===== src/rtl/store_data_rmw_pkg.sv =====
// Shared definitions for the store read-modify-write path: type codes,
// FSM state encoding and the latched request payload.
package store_data_rmw_pkg;

  localparam int unsigned XLEN    = 32;
  localparam int unsigned WADDR_W = 30;
  localparam int unsigned CNT_W   = 8;

  // Access type codes, common with the load unit
  localparam logic [1:0] TYPE_WORD = 2'd0;
  localparam logic [1:0] TYPE_HALF = 2'd1;
  localparam logic [1:0] TYPE_BYTE = 2'd2;
  localparam logic [1:0] TYPE_ILL  = 2'd3;

  localparam logic [2:0] ST_IDLE  = 3'd0;
  localparam logic [2:0] ST_READ  = 3'd1;
  localparam logic [2:0] ST_WAIT  = 3'd2;
  localparam logic [2:0] ST_WRITE = 3'd3;
  localparam logic [2:0] ST_DONE  = 3'd4;

  typedef struct packed {
    logic [XLEN-1:0] addr;
    logic [XLEN-1:0] data;
    logic [1:0]      st_type;
  } st_req_t;

  // True when the request cannot be performed (misaligned or illegal type)
  function automatic logic st_bad(input logic [1:0] st_type, input logic [1:0] addr_lo);
    case (st_type)
      TYPE_WORD: st_bad = (addr_lo != 2'b00);
      TYPE_HALF: st_bad = addr_lo[0];
      TYPE_BYTE: st_bad = 1'b0;
      default:   st_bad = 1'b1;
    endcase
  endfunction

endpackage


===== src/rtl/store_lane_merge.sv =====
// Replaces the addressed byte/half lane of a memory word with store data
// (little-endian lanes); a word store passes the new data through.
module store_lane_merge
  import store_data_rmw_pkg::*;
(
  input  logic [XLEN-1:0] old_word,
  input  logic [XLEN-1:0] new_data,
  input  logic [1:0]      st_type,
  input  logic [1:0]      addr_lo,
  output logic [XLEN-1:0] merged_c
);

  always_comb begin
    merged_c = old_word;
    case (st_type)
      TYPE_HALF: begin
        if (addr_lo[1]) merged_c[31:16] = new_data[15:0];
        else            merged_c[15:0]  = new_data[15:0];
      end
      TYPE_BYTE: merged_c[{addr_lo, 3'b000} +: 8] = new_data[7:0];
      default:   merged_c = new_data;
    endcase
  end

endmodule


===== src/rtl/store_data_rmw.sv =====
// Store unit: word stores write directly, sub-word stores read the containing
// word, merge the addressed lane and write it back. Errors end without access.
module store_data_rmw
  import store_data_rmw_pkg::*;
#(
  parameter int unsigned RD_TIMEOUT = 15
) (
  input  logic               clk,
  input  logic               rst_n,
  input  logic               req_valid,
  output logic               req_ready,
  input  logic [XLEN-1:0]    req_addr,
  input  logic [XLEN-1:0]    req_data,
  input  logic [1:0]         req_type,
  output logic               mem_rd_en,
  input  logic [XLEN-1:0]    mem_rd_data,
  input  logic               mem_rd_valid,
  output logic               mem_wr_en,
  output logic [XLEN-1:0]    mem_wr_data,
  output logic [WADDR_W-1:0] mem_addr,
  output logic               done,
  output logic               err
);

  logic [2:0]      state_q, state_d;
  st_req_t         req_q, req_d;
  logic [CNT_W-1:0] cnt_q, cnt_d;
  logic [XLEN-1:0] wr_data_d;
  logic [XLEN-1:0] merged_c;
  logic            ready_d, rd_en_d, wr_en_d, done_d, err_d;

  store_lane_merge u_merge (
    .old_word (mem_rd_data),
    .new_data (req_q.data),
    .st_type  (req_q.st_type),
    .addr_lo  (req_q.addr[1:0]),
    .merged_c (merged_c)
  );

  // Latched address register drives the memory address directly
  assign mem_addr = req_q.addr[XLEN-1:2];

  always_ff @(posedge clk or negedge rst_n) begin
    if (!rst_n) begin
      state_q     <= ST_IDLE;
      req_q       <= '0;
      cnt_q       <= '0;
      mem_wr_data <= '0;
      req_ready   <= 1'b1;
      mem_rd_en   <= 1'b0;
      mem_wr_en   <= 1'b0;
      done        <= 1'b0;
      err         <= 1'b0;
    end else begin
      state_q     <= state_d;
      req_q       <= req_d;
      cnt_q       <= cnt_d;
      mem_wr_data <= wr_data_d;
      req_ready   <= ready_d;
      mem_rd_en   <= rd_en_d;
      mem_wr_en   <= wr_en_d;
      done        <= done_d;
      err         <= err_d;
    end
  end

  // Next state plus registered-output decodes of the next state
  always_comb begin
    state_d   = state_q;
    req_d     = req_q;
    cnt_d     = cnt_q;
    wr_data_d = mem_wr_data;
    err_d     = 1'b0;
    case (state_q)
      ST_IDLE: begin
        if (req_valid && req_ready) begin
          req_d.addr    = req_addr;
          req_d.data    = req_data;
          req_d.st_type = req_type;
          if (st_bad(req_type, req_addr[1:0])) begin
            state_d = ST_DONE;
            err_d   = 1'b1;
          end else if (req_type == TYPE_WORD) begin
            state_d   = ST_WRITE;
            wr_data_d = req_data;
          end else begin
            state_d = ST_READ;
          end
        end
      end
      ST_READ: begin
        cnt_d   = '0;
        state_d = ST_WAIT;
      end
      ST_WAIT: begin
        // Returned data takes priority over a timeout in the same cycle
        if (mem_rd_valid) begin
          wr_data_d = merged_c;
          state_d   = ST_WRITE;
        end else begin
          cnt_d = cnt_q + CNT_W'(1);
          if (cnt_d == CNT_W'(RD_TIMEOUT)) begin
            state_d = ST_DONE;
            err_d   = 1'b1;
          end
        end
      end
      ST_WRITE: state_d = ST_DONE;
      ST_DONE:  state_d = ST_IDLE;
      default:  state_d = ST_IDLE;
    endcase
    ready_d = (state_d == ST_IDLE);
    rd_en_d = (state_d == ST_READ);
    wr_en_d = (state_d == ST_WRITE);
    done_d  = (state_d == ST_DONE);
  end

endmodule


===== config.mk =====
export PLATFORM = sky130hd
export DESIGN_NAME = store_data_rmw
export DESIGN_NICKNAME = d
export VERILOG_FILES = /design/src/rtl/store_data_rmw_pkg.sv /design/src/rtl/store_lane_merge.sv /design/src/rtl/store_data_rmw.sv
export SDC_FILE = /design/constraint.sdc
export NUM_CORES = 1
export LEC_CHECK = 0
export CORE_UTILIZATION = 44
export DETAILED_ROUTE_END_ITERATION = 7
export PLACE_DENSITY = 0.82
export SYNTH_ARGS = -nofsm -noshare
export SYNTH_HDL_FRONTEND = slang
export SYNTH_SLANG_ARGS = --single-unit

===== constraint.sdc =====
create_clock -name clk -period 2.51 [get_ports clk]
set_input_delay 0.502 -clock clk [delete_from_list [all_inputs] [get_ports clk]]
set_output_delay 0.502 -clock clk [all_outputs]
set_load 0.01 [all_outputs]

# Word level (Yosys, flattened, before mapping)
# Cells that the tools add are included.
# word_totals
ff_bits	114
input_bits	102
elab_cells	66
# classes
n_addsub	2
eq_ne	16
shifts	2
muxes	25
reduce_logical	10
# ops
operator	n
32-bit 2-to-1 mux	4
32-bit case mux with 2 select lines	2
32-bit bitwise mux	1
16-bit 2-to-1 mux	2
8-bit by 7-bit variable shift with 32-bit output (first input constant)	1
8-bit by 7-bit variable part select with 32-bit output	1
8-bit case mux with 2 select lines	1
3-bit 2-to-1 mux	4
3-bit case mux with 4 select lines	1
2-bit != test (second input constant)	5
3-bit by 2-bit equality test with 1-bit output (second input constant)	3
8-bit by 1-bit adder with 8-bit output (second input constant)	1
8-bit by 4-bit equality test with 1-bit output (second input constant)	1
8-bit 2-to-1 mux	1
5-bit negator with 7-bit output	1
3-bit by 1-bit equality test with 1-bit output (second input constant)	2
3-bit logical NOT	2
1-bit 2-to-1 mux	6
2-bit nonzero test	3
5-bit AND reduction	1
2-bit by 1-bit equality test with 1-bit output (second input constant)	2
2-bit equality test (second input constant)	2
2-bit AND reduction	2
3-bit equality test (second input constant)	1
5 further kinds	5

# Depth between registers and ports, before layout
# depth
word_depth	8
mapped_depth	9

# Modules after synthesis
# Synthesis repeated with hierarchy kept, for this count alone.
# unflattened
cells_unflattened	737
hier_area_um2	6964.2
# by_module_without_submodules
mod	instances	cells_per_inst	area_per_inst_um2
store_data_rmw	1	574	5776.8
store_lane_merge	1	163	1187.4

# Least setup slack after synthesis
# No wires, ideal clock.
# synth_path
path_kind	register -> register
startpoint	register req_q[35] in the netlist's numbering
endpoint	register mem_wr_data[21]
arrival_ns	2.226
required_ns	2.383
path_slack_ns	0.156
stages_incl_launch_ff	10
n_path_buf	2
synth_period_minus_slack_ns	2.354
path_cell_list	dfrtp_1 -> clkbuf_1 -> inv_1 -> ha_1 -> nor4bb_1 -> clkbuf_1 -> a22o_1 -> a221oi_1 -> o21ai_0 -> mux2_1
# synth_between
elab_chain_len	6
word_cells_on_any_way	8
# synth_rtl
element	line	source
from (decl)	store_data_rmw.sv:26	st_req_t req_q, req_d;
from (signal assigned)	store_data_rmw.sv:56	req_q <= req_d;
5-bit negator with 7-bit output	store_lane_merge.sv:20	TYPE_BYTE: merged_c[{addr_lo, 3'b000} +: 8] = new_data[7:0];
8-bit by 7-bit variable part select with 32-bit output / 8-bit by 7-bit variable shift with 32-bit output (equally long branches)	store_lane_merge.sv:20	
32-bit bitwise mux	store_lane_merge.sv:20	
32-bit case mux with 2 select lines *	store_lane_merge.sv:15	case (st_type)
32-bit 2-to-1 mux *	store_data_rmw.sv:97	if (mem_rd_valid) begin
32-bit case mux with 2 select lines *	store_data_rmw.sv:74	case (state_q)
to (signal assigned)	store_data_rmw.sv:58	mem_wr_data <= wr_data_d;
to (decl)	store_data_rmw.sv:19	output logic [XLEN-1:0] mem_wr_data,
# Mark *: on every way between the ends. The rest lies on a longest branch, timed or not. The select of a mux whose other input is x is not followed.
# A chain may end at the register's enable or synchronous reset.

# Worst setup path in the final report
# layout_path
startpoint	register req_q[34] in the netlist's numbering
endpoint	register mem_wr_data[19]
# layout_between
elab_chain_len	6
word_cells_on_any_way	7
# layout_rtl
element	line
5-bit negator with 7-bit output *	store_lane_merge.sv:20
8-bit by 7-bit variable part select with 32-bit output / 8-bit by 7-bit variable shift with 32-bit output (equally long branches)	store_lane_merge.sv:20
32-bit bitwise mux *	store_lane_merge.sv:20
32-bit case mux with 2 select lines *	store_lane_merge.sv:15
32-bit 2-to-1 mux *	store_data_rmw.sv:97
32-bit case mux with 2 select lines *	store_data_rmw.sv:74
# Marked as above.

==> PnR_summary.wiki <==
{| class="wikitable"
! Metric !! Value
|-
| Endpoints failing hold || 0
|-
| Worst-Margin Slew || 0.858 ns
|-
| Final routed wire length divided by cell count || about 18 microns
|-
| Cell area after synthesis || between 6000 and 7000 sq um
|-
| Class of the most critical setup path || reg -> reg
|-
| Aggregate negative setup slack || 0 ns
|-
| Clock latency of the later-clocked register in the worst-skew pair || between 0.4 and 0.5 ns
|-
| Internal power || just under 7 mW
|-
| Final non-filler cell total || approximately 900
|-
| Hold WC Path Type || in -> async
|-
| Sw Ratio || 36.8%
|-
| Setup violations, final || 0
|-
| Startpoint kind of the worst setup timing path || flop
|-
| DRT antenna net count || 0
|-
| Routability-driven placement congestion ratio || roughly 0.94
|-
| Floorplan die height || roughly 120 microns
|-
| Result of the run || completed
|-
| Syn avg cell area || a little over 10 sq um
|-
| Count of mapped cells out of synthesis || 591
|-
| First-pass DRT Iterations || 5
|-
| Number of global-route vias before repair || between 5000 and 6000
|-
| Register cell area after layout || roughly 2900 sq um
|-
| Antenna violations before repair || 1
|-
| Area of the die || roughly 14000 sq um
|-
| Critical Path Slowest Stage Cell || sky130_fd_sc_hd__nor4bb_2
|-
| Maximum number of pins on one net before global-route repair || 48
|-
| FF-to-FF path depth || 7
|-
| Start point of the critical path || req_q[34]
|-
| Worst Path Max Fanout || 8
|-
| Net count, final || 849
|-
| Synth Flop Type || sky130_fd_sc_hd__dfrtp_1
|-
| Total number of vias || roughly 5200
|-
| Count of maximum capacitance violations || 0
|-
| Relative contribution of the clock network to total power || a little under a quarter
|-
| Largest stage delay, worst path || approximately 0.74 ns
|-
| Clock-pin transition on the worst setup and hold timing paths || around 0.050 ns
|-
| Kind of capture point of the worst setup path || flop
|-
| Combinational power share || about 46%
|-
| Worst path buffer plus inverter count || 1
|-
| Initial core utilization || 45.7%
|-
| TritonCTS clock tree || done
|-
| Flop and latch count out of synthesis || 114
|-
| Worst reg2reg endpoint || mem_wr_data[19]
|-
| Net count of the mapped netlist || 702
|-
| Drt first-iter violations || around 370
|-
| Maximum level of the CTS H-tree || 4
|-
| Tot GR Track Use || between 20% and 30%
|-
| Largest cells by area after synthesis || sky130_fd_sc_hd__dfrtp_1, sky130_fd_sc_hd__mux2_1, sky130_fd_sc_hd__nand2_1, sky130_fd_sc_hd__buf_4, sky130_fd_sc_hd__o21ai_0
|-
| CTS max path bufs || 2
|-
| Switching power summed over all nets || between 3 and 4 mW
|-
| Worst r2r src || req_q[34]
|-
| Total setup buffers inserted after CTS || 0
|-
| Sum of internal, switching and leakage power || around 11 mW
|-
| Via density per instance || between 5 and 6
|-
| Crit path DAT || approximately 2.7 ns
|-
| Required time of the critical path || roughly 2.9 ns
|-
| Max Transition Viols Final || 0
|-
| Final WL || approximately 17000 microns
|-
| # port buffers || around 170
|-
| EDFF count, synth || 0
|-
| Detailed-placement wirelength estimate || about 12000 microns
|-
| GRT overflow || 0
|-
| Die Wd || 120 microns
|-
| Reg2Reg Setup Slack || around 0.19 ns
|-
| Fraction of layout instances using a drive strength above 1 || 10.3%
|-
| Seq/Total Area, Yosys || between 40% and 50%
|-
| Max VDD drop || 0.528 mV
|-
| Final period util || approximately 90%
|-
| Antenna diodes || 0
|-
| Number of placed cells counting well taps || a little under 900
|-
| Power density over the cells || 1270 nW/um^2
|-
| Maximum clock skew at final layout || around 0.011 ns
|-
| Critical Path Sink || mem_wr_data[19]
|-
| Clock tree root buffer cell || sky130_fd_sc_hd__clkbuf_16
|-
| Part of the power in registers || about a third
|-
| Final min period || 2.32 ns
|-
| Site row count || 42
|-
| Multi-input logic area || around 2800 sq um
|-
| First-pass GRT wire length || roughly 27000 microns
|-
| Number of clock buffers inserted by TritonCTS || 17
|-
| Hold Buf Count CTS || 0
|-
| Area fraction of the dominant cell type after synthesis || between 40% and 50%
|-
| Core box area || 13400 sq um
|-
| Cells along the critical path || inv_1 > ha_1 > nor4bb_2 > a22o_1 > a221oi_1 > o21ai_0 > mux2_1
|-
| Asr flop ratio synth || 100%
|-
| Layout-stage area growth over the synthesis result || 38.6%
|-
| Worst path top cell family by delay || simple AND/OR/NAND/NOR gates
|-
| Total of warnings raised by yosys || 0
|-
| Leakage power total || 3.62 nW
|-
| Remaining DRCs || 0
|-
| I/O pin count || roughly 170
|-
| Count of cell types in the netlist || between 50 and 60
|-
| Number of filler instances in the final layout || ~1000
|-
| Total stage count of the critical path || 7
|-
| Achievable clock frequency || between 400 and 500 MHz
|-
| Yosys top cell by area || sky130_fd_sc_hd__dfrtp_1
|-
| Number of clock sinks seen by CTS || 114
|-
| Max-slew headroom at the worst pin || about two fifths
|-
| Unrepaired setup endpoints after global routing || false
|}
worst min-delay path by stage:
stage	end	start	cells after the start
floorplan	cnt_q[0]	rst_n	0
global placement	req_q[24]	req_q[24]	1
detailed placement	req_q[33]	req_q[33]	1
CTS	mem_addr[22]	rst_n	1
global route	req_q[21]	rst_n	1
finish	mem_addr[22]	rst_n	1
registers in the layout, indices dropped and copies added, names as in the netlist:
name / flops
cnt_q: 8
done: 1
err: 1
mem_addr: 30
mem_rd_en: 1
mem_wr_data: 32
mem_wr_en: 1
req_q: 36
req_ready: 1
state_q: 3
timing repair:
| action | in CTS | in global routing |
|---|---|---|
| resized for setup | 2 | 0 |
| endpoints found under the setup margin | 13 | 0 |
| hold endpoints to repair | 0 | 0 |
layout by cell type (no fill, tap or decap), types with 10 or more instances in the layout:
cell type and count:
sky130_fd_sc_hd__buf_4 26, sky130_fd_sc_hd__clkdlybuf4s50_1 167, sky130_fd_sc_hd__mux2_1 77, sky130_fd_sc_hd__nor2_1 19, sky130_fd_sc_hd__dfrtp_1 113, sky130_fd_sc_hd__a21oi_1 24
sky130_fd_sc_hd__clkbuf_16 17, sky130_fd_sc_hd__o21ai_0 42, sky130_fd_sc_hd__a22o_1 16, sky130_fd_sc_hd__inv_1 18, sky130_fd_sc_hd__a221oi_1 16, sky130_fd_sc_hd__nand4_1 10
sky130_fd_sc_hd__o21ai_1 18, sky130_fd_sc_hd__nand2_1 81
metrics by stage:
stage               instance area [sq um]  worst slack, ns  util, %  hold WS, ns
floorplan                            6120            0.156        -        0.206
global placement                     7870           0.0242     58.7        0.463
detailed placement                   7870          -0.0900     58.7        0.473
CTS                                  8480            0.204     63.3       0.0425
global route                         8480           0.0248     63.3       0.0672
finish                               8480            0.191     63.3       0.0443
power by group through the flow:
stage	combinational (mW)	sequential, mW	clock [mW]
2_1_floorplan	3.03	3.29	0
3_3_place_gp	4.72	3.32	0
3_5_place_dp	4.88	3.38	0
4_1_cts	4.94	3.36	2.48
5_1_grt	5.36	3.48	2.57
6_report	4.93	3.38	2.43
Yosys cell counts, types with 2 or more instances:
cell type and count:
sky130_fd_sc_hd__a222oi_1 8, sky130_fd_sc_hd__mux2_2 9, sky130_fd_sc_hd__a22o_1 16, sky130_fd_sc_hd__a31oi_1 2, sky130_fd_sc_hd__buf_2 7, sky130_fd_sc_hd__inv_1 18
sky130_fd_sc_hd__nor2b_1 4, sky130_fd_sc_hd__mux2i_1 8, sky130_fd_sc_hd__a21oi_1 24, sky130_fd_sc_hd__a21o_1 9, sky130_fd_sc_hd__nor4bb_1 2, sky130_fd_sc_hd__o21ai_1 18
sky130_fd_sc_hd__nor4_1 2, sky130_fd_sc_hd__buf_6 2, sky130_fd_sc_hd__and3_1 3, sky130_fd_sc_hd__nand4_1 10, sky130_fd_sc_hd__and2_1 2, sky130_fd_sc_hd__o2bb2ai_1 2
sky130_fd_sc_hd__buf_4 31, sky130_fd_sc_hd__buf_1 4, sky130_fd_sc_hd__nand3_1 3, sky130_fd_sc_hd__nand2_1 81, sky130_fd_sc_hd__nand2b_1 4, sky130_fd_sc_hd__ha_1 9
sky130_fd_sc_hd__mux2_1 77, sky130_fd_sc_hd__dfrtp_1 113, sky130_fd_sc_hd__nor2_1 19, sky130_fd_sc_hd__clkbuf_1 23, sky130_fd_sc_hd__nand3b_1 3, sky130_fd_sc_hd__o21ai_0 42
sky130_fd_sc_hd__a221oi_1 16
metal layers:
metal	up-vias	track usage [%]	routed length [microns]
li1	2395	-	-
met1	2485	29.1	6590
met2	296	41.4	8250
met3	56	7.94	1530
met4	2	11.5	614
met5	-	0	12
cell families (layout without fill, tap and decap cells):
family                     after synthesis  count (layout)  synth area share [%]
and+or+nand+nor                        142             142                  10.7
muxes                                   94              94                  17.1
DFF                                    114             114                  46.6
adders and majority gates                9               9                  1.84
xor gates and xnor gates                 1               1                 0.143
buffers and inverters                   86             246                  7.75
AOI/OAI and AO/OA                      145             145                  15.8
area by class of cell:
type / instances / share of cell area (%)
Clock buffer: 19 / 5.22
Clock inverter: 13 / 1.89
Inverter: 18 / 0.797
Multi-Input combinational cell: 391 / 33.1
Sequential cell: 114 / 33.6
Tap cell: 176 / 2.60
Timing Repair Buffer: 196 / 22.7
worst reg2reg max path, cell delays in order, from the launching register on:
cell and delay, ns:
sky130_fd_sc_hd__dfrtp_1 0.35, sky130_fd_sc_hd__inv_1 0.09, sky130_fd_sc_hd__ha_1 0.35, sky130_fd_sc_hd__nor4bb_2 0.74, sky130_fd_sc_hd__a22o_1 0.23, sky130_fd_sc_hd__a221oi_1 0.09
sky130_fd_sc_hd__o21ai_0 0.24, sky130_fd_sc_hd__mux2_1 0.18
Power figures use the tool's default switching activity.
